[config.mk]
export PLATFORM = sky130hd
export DESIGN_NAME = load_store_unit
export DESIGN_NICKNAME = d
export VERILOG_FILES = /design/src/rtl/lsu_pkg.sv /design/src/rtl/load_extend.sv /design/src/rtl/load_store_unit.sv
export SDC_FILE = /design/constraint.sdc
export NUM_CORES = 1
export LEC_CHECK = 0
export CAP_MARGIN = 5
export CORE_MARGIN = 5
export CORE_UTILIZATION = 28
export CTS_BUF_LIST = sky130_fd_sc_hd__clkbuf_8
export DETAILED_ROUTE_END_ITERATION = 6
export PLACE_DENSITY = 0.95
export SYNTH_ARGS = -nofsm -noshare
export SYNTH_HDL_FRONTEND = slang
export SYNTH_HIERARCHICAL = 1
export SYNTH_SLANG_ARGS = --single-unit
[constraint.sdc]
create_clock -name clk -period 2.3 [get_ports clk]
set_input_delay 0.46 -clock clk [delete_from_list [all_inputs] [get_ports clk]]
set_output_delay 0.46 -clock clk [all_outputs]
set_load 0.01 [all_outputs]
[src/rtl/lsu_pkg.sv]
// Shared types and constants for the load/store unit: FSM states, region bases,
// RV32 funct3 encodings and the encoding legality check.
package lsu_pkg;

   typedef enum logic [1:0] {
      ST_IDLE  = 2'd0,
      ST_PEND  = 2'd1,
      ST_SPLIT = 2'd2,
      ST_FLT   = 2'd3
   } lsu_state_t;

   typedef struct packed {
      logic       write;
      logic [2:0] funct3;
   } lsu_opcode_t;

   localparam logic [15:0] ROM_BASE_DEF  = 16'h0000;
   localparam logic [15:0] MMIO_BASE_DEF = 16'h7000;
   localparam logic [15:0] RAM_BASE_DEF  = 16'h8000;

   localparam logic [2:0] F3_LB  = 3'd0;
   localparam logic [2:0] F3_LH  = 3'd1;
   localparam logic [2:0] F3_LW  = 3'd2;
   localparam logic [2:0] F3_LBU = 3'd4;
   localparam logic [2:0] F3_LHU = 3'd5;
   localparam logic [2:0] F3_SB  = 3'd0;
   localparam logic [2:0] F3_SH  = 3'd1;
   localparam logic [2:0] F3_SW  = 3'd2;

   function automatic logic funct3_legal(input logic write, input logic [2:0] f3);
      logic ok;
      if (write) begin
         ok = (f3 == F3_SB) || (f3 == F3_SH) || (f3 == F3_SW);
      end else begin
         ok = (f3 == F3_LB) || (f3 == F3_LH) || (f3 == F3_LW) ||
              (f3 == F3_LBU) || (f3 == F3_LHU);
      end
      return ok;
   endfunction

endpackage

[src/rtl/load_extend.sv]
// Sign/zero extension of right-aligned load data according to the load funct3.
module load_extend
   import lsu_pkg::*;
(
   input  logic [2:0]  funct3,
   input  logic [31:0] data_in,
   output logic [31:0] data_out
);

   // Select extension width and signedness from the load encoding.
   always_comb begin
      data_out = 32'h0000_0000;
      case (funct3)
         F3_LB:   data_out = {{24{data_in[7]}}, data_in[7:0]};
         F3_LH:   data_out = {{16{data_in[15]}}, data_in[15:0]};
         F3_LW:   data_out = data_in;
         F3_LBU:  data_out = {24'h00_0000, data_in[7:0]};
         F3_LHU:  data_out = {16'h0000, data_in[15:0]};
         default: data_out = 32'h0000_0000;
      endcase
   end

endmodule

[src/rtl/load_store_unit.sv]
// MEM-stage initiator of the dmem bus: one request per handshake, one response per
// request, faults illegal regions/encodings without issuing a memory access.
module load_store_unit
   import lsu_pkg::*;
#(
   parameter logic [15:0] ROM_BASE  = ROM_BASE_DEF,
   parameter logic [15:0] MMIO_BASE = MMIO_BASE_DEF,
   parameter logic [15:0] RAM_BASE  = RAM_BASE_DEF
) (
   input  logic        clk,
   input  logic        reset_n,
   input  logic        req_valid,
   output logic        req_ready,
   input  logic        req_write,
   input  logic [2:0]  req_funct3,
   input  logic [31:0] req_addr,
   input  logic [31:0] req_wdata,
   output logic        resp_valid,
   output logic [31:0] resp_data,
   output logic        resp_fault,
   output logic        busy,
   output logic [31:0] dmem_address,
   output logic        dmem_enable,
   output logic [31:0] dmem_write_data,
   output logic        dmem_write_enable,
   output logic [2:0]  dmem_write_mode,
   output logic        dmem_read_enable,
   output logic [2:0]  dmem_read_mode,
   input  logic [31:0] dmem_read_data,
   input  logic        dmem_wait
);

   lsu_state_t  state_q, state_d;
   lsu_opcode_t opcode_q, opcode_d;

   logic        region_ok_s;
   logic        legal_s;
   logic [31:0] ext_data_s;

   load_extend u_load_extend (
      .funct3   (opcode_q.funct3),
      .data_in  (dmem_read_data),
      .data_out (ext_data_s)
   );

   // Region decode; ROM is readable only.
   always_comb begin
      region_ok_s = 1'b0;
      if (req_addr[31:16] == ROM_BASE) begin
         region_ok_s = !req_write;
      end else if ((req_addr[31:16] == MMIO_BASE) || (req_addr[31:16] == RAM_BASE)) begin
         region_ok_s = 1'b1;
      end else begin
         region_ok_s = 1'b0;
      end
      legal_s = region_ok_s && funct3_legal(req_write, req_funct3);
   end

   // Next state, response and dmem drive; reset forces the idle output pattern.
   always_comb begin
      state_d           = state_q;
      opcode_d          = opcode_q;
      req_ready         = 1'b1;
      resp_valid        = 1'b0;
      resp_fault        = 1'b0;
      resp_data         = 32'h0000_0000;
      busy              = (state_q != ST_IDLE);
      dmem_address      = 32'h0000_0000;
      dmem_enable       = 1'b0;
      dmem_write_data   = 32'h0000_0000;
      dmem_write_enable = 1'b0;
      dmem_write_mode   = 3'd0;
      dmem_read_enable  = 1'b0;
      dmem_read_mode    = 3'd0;

      case (state_q)
         ST_IDLE: begin
            state_d = ST_IDLE;
         end
         ST_PEND: begin
            if (dmem_wait) begin
               req_ready = 1'b0;
               state_d   = ST_SPLIT;
            end else begin
               resp_valid = 1'b1;
               resp_data  = opcode_q.write ? 32'h0000_0000 : ext_data_s;
               state_d    = ST_IDLE;
            end
         end
         ST_SPLIT: begin
            // Memory has merged both beats by now.
            resp_valid = 1'b1;
            resp_data  = opcode_q.write ? 32'h0000_0000 : ext_data_s;
            state_d    = ST_IDLE;
         end
         ST_FLT: begin
            resp_valid = 1'b1;
            resp_fault = 1'b1;
            state_d    = ST_IDLE;
         end
         default: begin
            state_d = ST_IDLE;
         end
      endcase

      if (req_valid && req_ready) begin
         opcode_d = '{write: req_write, funct3: req_funct3};
         if (legal_s) begin
            dmem_address      = req_addr;
            dmem_enable       = 1'b1;
            dmem_write_enable = req_write;
            dmem_read_enable  = !req_write;
            dmem_write_data   = req_write ? req_wdata : 32'h0000_0000;
            dmem_write_mode   = req_write ? req_funct3 : 3'd0;
            dmem_read_mode    = req_write ? 3'd0 : req_funct3;
            state_d           = ST_PEND;
         end else begin
            state_d = ST_FLT;
         end
      end else begin
         opcode_d = opcode_q;
      end

      if (!reset_n) begin
         state_d           = ST_IDLE;
         opcode_d          = '{write: 1'b0, funct3: 3'd0};
         req_ready         = 1'b1;
         resp_valid        = 1'b0;
         resp_fault        = 1'b0;
         resp_data         = 32'h0000_0000;
         busy              = 1'b0;
         dmem_address      = 32'h0000_0000;
         dmem_enable       = 1'b0;
         dmem_write_data   = 32'h0000_0000;
         dmem_write_enable = 1'b0;
         dmem_write_mode   = 3'd0;
         dmem_read_enable  = 1'b0;
         dmem_read_mode    = 3'd0;
      end else begin
         busy = (state_q != ST_IDLE);
      end
   end

   // State and captured opcode registers with synchronous reset.
   always_ff @(posedge clk) begin
      if (!reset_n) begin
         state_q  <= ST_IDLE;
         opcode_q <= '{write: 1'b0, funct3: 3'd0};
      end else begin
         state_q  <= state_d;
         opcode_q <= opcode_d;
      end
   end

endmodule

==> impl_metrics.tcl <==
set metrics [dict create \
    path_buf_inv 6 \
    die_w_microns 89.6 \
    async_flop_share_pct 0 \
    die_area_sq_um 8030 \
    clock_sinks 6 \
    violations "setup timing" \
    coreArea_sq_um 6240 \
    internal_power_uw 514 \
    setup_violations 43 \
    fin_crit_ns 2.46 \
    grt_pass1_wl_microns 12500 \
    period_share_pct 107 \
    wirelength_microns 9460 \
    globalRouteTotalUtil_pct 19.7 \
    hpwl_microns 6960 \
    critPathCaptureType "output pin" \
    power_uw 747 \
    cts_buffers 3 \
    cp_max_fo 9 \
    syn_area_sq_um 1770 \
    path_class "in2out" \
    drive_gt1_share_pct 44.6 \
    ff2ff_setup_slack_ns 0.93 \
    root_buffer "clkbuf_8" \
    power_frac_comb_pct 62.8 \
    viasPerCell 4.62 \
    ir_worst_vdd_mv 0.172 \
    hold_viol_final 0 \
    power_frac_seq_pct 16.1 \
    switchingPower_uw 233 \
    cp.required_ns 1.84 \
    clockPowerShare_pct 21.0 \
    overflow 0 \
    critPathTopFamily "buffers and inverters" \
    die_h_microns 89.6 \
    holdBufCountCts 0 \
    antenna_found_initial 0 \
    cap_violations 0 \
    ant_nets 0 \
    place.gp.congestion 0.756 \
    worstHoldPathType "reg2reg" \
    port-buffer-count 199 \
    start_kind "input pin" \
    fmax_ghz 0.407 \
    clkLatencyLatePin_ns 0.22 \
    nNetsFinal 575 \
    post-route-drc-count 0 \
    num_rows 29 \
    synth_area_per_cell_sq_um 7.61 \
    arrival_ns 2.00 \
    finalMaxSlewViolations 0 \
    synth_edf_count 0 \
    crit_chain "buf_6 > nor4_4 > nand4_1 > buf_6 > nor4_4 > buf_6 > buf_6 > buf_16 > and2_1 > buf_2" \
    ios 213 \
    grt_pass1_vias 2532 \
    yosys_register_bits 6 \
    fin_ws_ns -0.155 \
    initial_core_util_pct 28.4 \
    syn_to_final_growth_pct 132 \
    status "finished with violations" \
    cts_buffer_depth 2 \
    n_antenna_cell 0 \
    yosys_warnings 6 \
    p_per_area_nw_per_um2 181 \
    layout_commonest_cell "clkdlybuf4s50_1" \
    slowest_stage "nor4_4" \
    fin_skew_ns 0.000693 \
    clk_pin_slew_ns 0.04 \
    slowest_delay_ns 0.29 \
    synthCells 233 \
    p_leak_uw 0.00201 \
    place_inst 515 \
    htreeDepth 1 \
    rsz0062_at_grt "true" \
    crit_top_cell "buf_6" \
    grt_max_degree 26 \
    cts_tree "yes" \
    wl_per_cell_microns 17.5 \
    first_pass_iters 4 \
    fin_cells 541 \
    yosysSeqAreaShare_pct 6.77 \
    switching_share_pct 31.2 \
    drtIter0Drc 40 \
    vias 2498 \
    ys.flop_type "dfxtp_1" \
    ys_types 35 \
    mostFrequentLayoutCells "clkdlybuf4s50_1 (83), and2_1 (75), buf_2 (75)" \
]
[area by class of cell]
class | count | area (sq um)
multi-input combinational | 200 | 1610
tap | 77 | 96.3
clock buffer | 3 | 41.3
sequential | 6 | 125
inverter | 6 | 22.5
timing repair buffer | 249 | 2230
fill | 497 | 2120
[logic make-up (layout without fill, tap and decap cells)]
kind of cell,after synthesis,after routing,synth area share (%)
AO/OA/AOI/OAI,31,31,12.8
adder cells (fa/ha/maj),5,5,3.53
buffers and inverters,39,258,15.2
flip-flops,6,6,6.77
multiplexers,28,28,15.8
other,1,13,0.211
AND/OR/NAND/NOR,123,123,45.7
[metrics by stage]
stage / setup TNS [ns] / util, % / setup slack [ns] / hold WS (ns) / cell area [sq um]
4_1_cts: -1.60 / 61.4 / -0.0843 / 0.569 / 3830
2_1_floorplan: 0 / - / 0.0496 / 0.484 / 1830
5_1_grt: -10.21 / 66.1 / -0.279 / 0.601 / 4120
6_report: -3.10 / 66.1 / -0.155 / 0.561 / 4120
3_3_place_gp: -58.63 / 63.1 / -0.772 / 0.528 / 3940
3_5_place_dp: -67.20 / 63.1 / -0.907 / 0.546 / 3940
[flip-flops by register name, indices dropped and copies added (netlist names)]
signal,flops
state_q,2
opcode_q,4
[timing repair]
item | in CTS | in global routing
buffers inserted | 14 | 5
cloned | 4 | 2
pin swaps | 18 | 17
endpoints found under the setup margin | 94 | 93
gates resized for setup | 480 | 57
[cell usage after synthesis, types with 2 or more instances]
library cell | instances | area [sq um]
and2_1 | 98 | 613
o21ai_2 | 3 | 26.3
nand2_1 | 2 | 7.51
o2bb2ai_1 | 7 | 61.3
mux2i_1 | 28 | 280
inv_1 | 6 | 22.5
o21ai_1 | 9 | 45.0
o21ai_0 | 6 | 30.0
dfxtp_1 | 6 | 120
buf_2 | 4 | 20.0
clkbuf_1 | 5 | 18.8
buf_4 | 15 | 113
ha_1 | 5 | 62.6
nor4_2 | 2 | 25.0
nand3_1 | 2 | 10.0
nor4_1 | 2 | 12.5
buf_6 | 8 | 90.1
nor3_1 | 3 | 15.0
nor2b_1 | 6 | 37.5
[worst min-delay path, stage by stage (launching register included)]
cell and delay (ns):
dfxtp_1 0.32, mux2i_1 0.13, nor2b_1 0.06
[per-layer routing]
| layer | track usage, % | routed length (microns) | vias to the layer above |
|---|---|---|---|
| met2 | 37.7 | 5260 | 110 |
| met5 | 0 | 0 | - |
| met1 | 21.9 | 3360 | 1166 |
| met3 | 4.65 | 701 | 12 |
| li1 | - | - | 1210 |
| met4 | 3.92 | 137 | 0 |
[power groups by stage]
stage          Sequential [uW]  Clock, uW  Combinational (uW)
6_report                   120        157                 469
5_1_grt                    121        169                 503
3_5_place_dp               121          0                 437
4_1_cts                    121        161                 446
2_1_floorplan              118          0                 190
3_3_place_gp               120          0                 426
[final timing paths]
kind | start | to | depth (start not counted)
setup / recovery | req_addr[21] | dmem_write_data[29] | 10
hold / removal | opcode_q[2]$_SDFFE_PN0P_ | opcode_q[2]$_SDFFE_PN0P_ | 2
setup reg to reg | state_q[1]$_SDFF_PN0_ | opcode_q[0]$_SDFFE_PN0P_ | 7
hold reg to reg | opcode_q[2]$_SDFFE_PN0P_ | opcode_q[2]$_SDFFE_PN0P_ | 2
(Power assumes the default switching activity.)
